<file path="src/rtl/wave_channel_param_if.sv">
// Wave channel register-side bundle: decoded NR30-NR34 / wave RAM controls
// in, playback status and sample out.
interface wave_channel_param_if #(
  parameter int SAMPLE_W = 4,
  parameter int ADDR_W   = 5,
  parameter int FREQ_W   = 11,
  parameter int LEN_W    = 8
);
  logic                tick_len;
  logic                dac_en;
  logic [1:0]          vol;
  logic [LEN_W-1:0]    len_load;
  logic                len_wr;
  logic                len_en;
  logic                trigger;
  logic [FREQ_W-1:0]   freq;
  logic                wr_en;
  logic [ADDR_W-1:0]   wr_addr;
  logic [SAMPLE_W-1:0] wr_data;
  logic [SAMPLE_W-1:0] signal;
  logic                active;
  logic [ADDR_W-1:0]   pos;

  modport master (
    output tick_len, dac_en, vol, len_load, len_wr, len_en, trigger, freq,
           wr_en, wr_addr, wr_data,
    input  signal, active, pos
  );

  modport slave (
    input  tick_len, dac_en, vol, len_load, len_wr, len_en, trigger, freq,
           wr_en, wr_addr, wr_data,
    output signal, active, pos
  );
endinterface

</file>
<file path="src/rtl/wave_channel_param.sv">
// Parametrised wave playback channel: private wave RAM stepped at a
// programmable period, length counter, volume shifter, registered output.
module wave_channel_param #(
  parameter int SAMPLE_W = 4,
  parameter int ADDR_W   = 5,
  parameter int FREQ_W   = 11,
  parameter int LEN_W    = 8
) (
  input logic                 clk,
  input logic                 rst_n,
  wave_channel_param_if.slave bus
);

  localparam int TMR_W = FREQ_W + 2;
  localparam logic [FREQ_W:0] FULL_FREQ = (FREQ_W+1)'(1) << FREQ_W;
  localparam logic [LEN_W:0]  FULL_LEN  = (LEN_W+1)'(1) << LEN_W;

  typedef enum logic {IDLE, PLAY} state_t;

  state_t              state;
  logic [SAMPLE_W-1:0] ram [0:2**ADDR_W-1];
  logic [SAMPLE_W-1:0] sample_buf;
  logic [ADDR_W-1:0]   pos_q;
  logic [LEN_W:0]      len_cnt;
  logic [TMR_W-1:0]    timer;

  logic [TMR_W-1:0]    period;
  logic [ADDR_W-1:0]   pos_nxt;
  logic [SAMPLE_W-1:0] rd_nxt;
  logic [LEN_W:0]      len_loaded;
  logic [LEN_W:0]      len_base;
  logic [LEN_W:0]      len_trig;
  logic                active;
  logic                start;
  logic                step;
  logic                len_tick;
  logic                len_hit_zero;

  assign active     = (state == PLAY);
  assign bus.active = active;
  assign bus.pos    = pos_q;

  // Next-state helpers: period, step read with write-through, length values
  always_comb begin
    period       = {FULL_FREQ - {1'b0, bus.freq}, 1'b0};
    pos_nxt      = pos_q + ADDR_W'(1);
    rd_nxt       = (bus.wr_en && bus.wr_addr == pos_nxt) ? bus.wr_data : ram[pos_nxt];
    len_loaded   = FULL_LEN - {1'b0, bus.len_load};
    // a len_wr in the trigger cycle is seen by the trigger's zero check
    len_base     = bus.len_wr ? len_loaded : len_cnt;
    len_trig     = (len_base == '0) ? FULL_LEN : len_base;
    start        = bus.trigger & bus.dac_en;
    step         = active & bus.dac_en & ~start & (timer <= TMR_W'(1));
    len_tick     = ~start & ~bus.len_wr & bus.tick_len & bus.len_en & (len_cnt != '0);
    len_hit_zero = len_tick & (len_cnt == (LEN_W+1)'(1));
  end

  // Playback FSM with timer, position, sample buffer and length counter
  always_ff @(posedge clk) begin
    if (!rst_n) begin
      state      <= IDLE;
      pos_q      <= '0;
      sample_buf <= '0;
      len_cnt    <= '0;
      timer      <= '0;
    end else if (start) begin
      state   <= PLAY;
      pos_q   <= '0;
      timer   <= period;
      len_cnt <= len_trig;
    end else begin
      if (bus.len_wr) begin
        len_cnt <= len_loaded;
      end else if (len_tick) begin
        len_cnt <= len_cnt - (LEN_W+1)'(1);
      end
      if (state == PLAY) begin
        if (!bus.dac_en || len_hit_zero) begin
          state <= IDLE;
        end
        if (bus.dac_en) begin
          if (step) begin
            pos_q      <= pos_nxt;
            sample_buf <= rd_nxt;
            timer      <= period;
          end else begin
            timer <= timer - TMR_W'(1);
          end
        end
      end
    end
  end

  // Registered volume-shifted output
  always_ff @(posedge clk) begin
    if (!rst_n) begin
      bus.signal <= '0;
    end else if (active && bus.dac_en && bus.vol != 2'd0) begin
      bus.signal <= sample_buf >> (bus.vol - 2'd1);
    end else begin
      bus.signal <= '0;
    end
  end

  // Wave RAM write port; contents survive reset
  always_ff @(posedge clk) begin
    if (bus.wr_en) begin
      ram[bus.wr_addr] <= bus.wr_data;
    end
  end

endmodule
</file>
<file path="src/flat_wrapper.sv">
// flat-port wrapper written by rule: the top's interface ports become plain ports
module wave_channel_param_flat 
#(
  parameter int SAMPLE_W = 4,
  parameter int ADDR_W   = 5,
  parameter int FREQ_W   = 11,
  parameter int LEN_W    = 8
)
  (clk, rst_n, bus_tick_len, bus_dac_en, bus_vol, bus_len_load, bus_len_wr, bus_len_en, bus_trigger, bus_freq, bus_wr_en, bus_wr_addr, bus_wr_data, bus_signal, bus_active, bus_pos);
  wave_channel_param_if #(.SAMPLE_W(SAMPLE_W), .ADDR_W(ADDR_W), .FREQ_W(FREQ_W), .LEN_W(LEN_W)) bus_i ();
  input logic clk;
  input logic rst_n;
  input wire logic [$bits(bus_i.tick_len)-1:0] bus_tick_len;
  input wire logic [$bits(bus_i.dac_en)-1:0] bus_dac_en;
  input wire logic [$bits(bus_i.vol)-1:0] bus_vol;
  input wire logic [$bits(bus_i.len_load)-1:0] bus_len_load;
  input wire logic [$bits(bus_i.len_wr)-1:0] bus_len_wr;
  input wire logic [$bits(bus_i.len_en)-1:0] bus_len_en;
  input wire logic [$bits(bus_i.trigger)-1:0] bus_trigger;
  input wire logic [$bits(bus_i.freq)-1:0] bus_freq;
  input wire logic [$bits(bus_i.wr_en)-1:0] bus_wr_en;
  input wire logic [$bits(bus_i.wr_addr)-1:0] bus_wr_addr;
  input wire logic [$bits(bus_i.wr_data)-1:0] bus_wr_data;
  output wire logic [$bits(bus_i.signal)-1:0] bus_signal;
  output wire logic [$bits(bus_i.active)-1:0] bus_active;
  output wire logic [$bits(bus_i.pos)-1:0] bus_pos;
  assign bus_i.tick_len = bus_tick_len;
  assign bus_i.dac_en = bus_dac_en;
  assign bus_i.vol = bus_vol;
  assign bus_i.len_load = bus_len_load;
  assign bus_i.len_wr = bus_len_wr;
  assign bus_i.len_en = bus_len_en;
  assign bus_i.trigger = bus_trigger;
  assign bus_i.freq = bus_freq;
  assign bus_i.wr_en = bus_wr_en;
  assign bus_i.wr_addr = bus_wr_addr;
  assign bus_i.wr_data = bus_wr_data;
  assign bus_signal = bus_i.signal;
  assign bus_active = bus_i.active;
  assign bus_pos = bus_i.pos;
  wave_channel_param #(.SAMPLE_W(SAMPLE_W), .ADDR_W(ADDR_W), .FREQ_W(FREQ_W), .LEN_W(LEN_W)) u_core (.clk(clk), .rst_n(rst_n), .bus(bus_i));
endmodule
</file>
<file path="config.mk">
export PLATFORM = sky130hd
export DESIGN_NAME = wave_channel_param_flat
export DESIGN_NICKNAME = d
export VERILOG_FILES = /design/src/rtl/wave_channel_param_if.sv /design/src/rtl/wave_channel_param.sv /design/src/flat_wrapper.sv
export SDC_FILE = /design/constraint.sdc
export NUM_CORES = 1
export LEC_CHECK = 0
export CORE_UTILIZATION = 40
export CTS_CLUSTER_SIZE = 8
export DETAILED_ROUTE_END_ITERATION = 10
export HOLD_SLACK_MARGIN = 0.02
export PLACE_DENSITY_LB_ADDON = 0.3
export SKIP_LAST_GASP = 1
export SLEW_MARGIN = 20
export SYNTH_ARGS = -nofsm -noshare
export SYNTH_HDL_FRONTEND = slang
export SYNTH_SLANG_ARGS = --single-unit
</file>
<file path="constraint.sdc">
create_clock -name clk -period 3.5 [get_ports clk]
set_clock_uncertainty 0.2 [all_clocks]
set_input_delay 0.35 -clock clk [delete_from_list [all_inputs] [get_ports clk]]
set_output_delay 0.35 -clock clk [all_outputs]
set_load 0.02 [all_outputs]
</file>
==> results.yml <==
run_status:
  status: "finished clean"
cts:
  cts.sinks: 164
  cts_setup_buffers: 0
  htreeDepth: 4
  cts-resized-gates: 0
  numCtsBuffers: 17
  cts-root-buf: "clkbuf_16"
  clk_path_buf_depth: 2
  clkTransAtPathRegs_ps: 70
  cts_tree: "done"
  cts_hold_buffers: 0
  clk_latency_ps: 430
timing:
  tightest_slew_ps: 1045
  rsz0062_at_grt: "no"
  slew_headroom: 0.3032
  fmaxAchievable_mhz: 342.1
  final-hold-violation-count: 0
  finalCritPeriodShare: 0.8352
  whs_ps: 322.2
  period_needed_ps: 2923
  report.final.slew_viol_count: 0
  finalSetupTns_ps: 0
  setup_viol: 0
  worst_slack_ps: 576.8
die:
  fp.dieW_um: 142.1
  die_h_um: 142.1
  core_area_mm2: 0.01896
  rows: 50
  die_area_mm2: 0.02018
  start_util: 0.4140
  io_pins: 48
critical_path:
  r2r-end: "u_core.sample_buf[1]"
  crit_path_end: "u_core.sample_buf[1]"
  crit_required_ps: 3670
  crit_path_cell_trace: "ha_1 -> nor2b_1 -> nand3_1 -> a31oi_1 -> or4_1 -> a21oi_1"
  worst-path-max-fanout: 24
  worstPathArrival_ps: 3090
  end_kind: "register"
  crit_type: "reg -> reg"
  rrSetupSlack_ps: 580
  rr_worst_depth: 6
  reg2reg_from: "u_core.bus.pos[1]"
  critPathMaxStageDelay_ps: 1000
  crit_path_top_delay_cell: "ha_1"
  startpoint_type: "register"
  crit_start: "u_core.bus.pos[1]"
final_layout:
  final_cell_mix: "128 x edfxtp_1, 100 x nand2_1, 87 x nor2_1"
  final_util: 0.4863
  multi_input_area_mm2: 0.003072
  area_growth_pct: 17.46
  fin_cells: 1008
  antenna_cells: 0
  layout-drive-gt1-share: 0.1110
  regArea_mm2: 0.004564
  final_common_cell: "edfxtp_1"
  fin_nets: 781
  n_fill_cell: 1653
  fin_area_mm2: 0.009218
global_route:
  grt_pass1_wl_um: 30110
  overflow: 0
  grt_pass1_vias: 5604
  grt_use_total: 0.1987
  grt_antenna_before_repair: 0
  grt_max_degree: 38
power_and_ir_drop:
  leakagePower_nw: 3.079
  total_power_mw: 4.507
  intPower_mw: 3.436
  irDropWorstVdd_uv: 320.6
  power_density_mw_per_mm2: 488.9
  p_comb_frac: 0.085
  switching_share: 0.2375
  p_switching_mw: 1.070
  sequentialPowerShare: 0.480
  clockPowerShare: 0.435
placement:
  place_hpwl_um: 12800
  placed_area_mm2: 0.008597
  dp_cells: 976
  place_ws_ps: 589.2
  gp_congestion: 0.9005
  io_buffers: 47
yosys:
  ys.flop_type: "edfxtp_1"
  synth_edf_count: 128
  ys_async_sr_fraction: 0
  yosysWarningCount: 0
  synth-seq-cells: 164
  synth_seq_area_share: 0.5816
  ys_types: 68
  synth_nets: 735
  syn_avg_cell_area_um2: 11.39
  syn_area_mm2: 0.007848
  synth_cells: 689
drt:
  vias_per_cell: 5.608
  ant_nets: 0
  vias: 5653
  drt-initial-drc-count: 377
  wl_um: 19090
  route.detailed.drc: 0
  first_pass_iters: 5
  routedWlPerCell_um: 18.93
run:
  maxCapViolations: 0
hold_path:
  min_path_type: "reg -> reg"
synth_stat cells, drive strengths merged (4+ instances only):
| master | instances | area (um^2) |
|---|---|---|
| edfxtp | 128 | 3844 |
| nand2 | 100 | 375.4 |
| nor2 | 87 | 326.6 |
| dfxtp | 36 | 720.7 |
| nand3 | 33 | 177.7 |
| a21oi | 30 | 150.1 |
| o21ai | 22 | 110.1 |
| clkbuf | 21 | 78.83 |
| mux4 | 18 | 405.4 |
| xnor2 | 18 | 165.2 |
| nor3 | 16 | 102.6 |
| xor2 | 16 | 147.7 |
| buf | 14 | 80.07 |
| inv | 14 | 52.55 |
| ha | 8 | 100.1 |
| nand3b | 8 | 60.06 |
| or4 | 8 | 67.56 |
| a211oi | 6 | 45.04 |
| a31oi | 6 | 37.54 |
| and3 | 6 | 37.54 |
| nand2b | 6 | 37.54 |
| nor4 | 6 | 37.54 |
| a32oi | 5 | 43.79 |
| and2 | 5 | 31.28 |
| mux2 | 5 | 56.30 |
| mux2i | 5 | 50.05 |
| nor2b | 5 | 31.28 |
| a222oi | 4 | 40.04 |
| a41oi | 4 | 35.03 |
| nand4 | 4 | 25.02 |
worst min-delay path by stage:
stage	end	from	cells past startpoint	slack, ps
final	u_core.timer[11]	u_core.timer[11]	2	320
after global routing	u_core.bus.signal[3]	u_core.sample_buf[3]	2	350
after CTS	u_core.timer[11]	u_core.timer[11]	2	330
after detailed placement	u_core.timer[11]	u_core.timer[11]	2	320
after global placement	u_core.timer[11]	u_core.timer[11]	2	300
after floorplan	u_core.ram[0][0]	bus_wr_data[0]	0	250
sequential cells by signal, indices dropped and copies added, names as in the netlist:
name	count
u_core.timer	13
u_core.sample_buf	4
u_core.bus.signal	4
u_core.len_cnt	9
u_core.ram	128
u_core.bus.pos	5
u_core.bus.active	1
worst max-delay path, delay by kind of cell (launching register included):
kind	cells	cell delay (ps)
and+or+nand+nor	3	1050
DFF	1	370
adders and majority gates	1	1000
AOI/OAI and AO/OA	2	220
metal layers:
metal  global-route usage  wire, um  vias to the layer above
li1                     -         -                     2643
met1               0.2471      7904                     2765
met2               0.3367      9493                      215
met3              0.04408      1276                       30
met4              0.07697       411                        0
met5                    0         0                        -
power by group through the flow:
stage | clock [mW] | sequential [mW] | combinational (mW)
after global routing | 2.06 | 2.17 | 0.422
after detailed placement | 0 | 2.21 | 0.377
after global placement | 0 | 2.20 | 0.363
after CTS | 1.98 | 2.16 | 0.381
final | 1.96 | 2.16 | 0.381
after floorplan | 0 | 2.20 | 0.231
cell type report:
type                       count  share of cell area
timing repair buffer          62             0.06326
multi-input combinational    476              0.3332
inverter                      14            0.005701
tap                          260             0.03529
clock buffer                  17             0.04615
sequential                   164              0.4952
clock inverter                15             0.02118
kinds of logic (layout without fill, tap and decap cells):
logic type      Yosys count  in the layout  share of synthesized area
simple gates            297            297                     0.1797
flops                   164            164                     0.5816
compound gates          109            109                    0.09391
buf+inv                  49            108                    0.02694
xor+xnor                 34             34                    0.03986
mux                      28             28                    0.06521
fa+ha+maj                 8              8                    0.01276
Note: power is estimated with default switching activity, not from simulation.
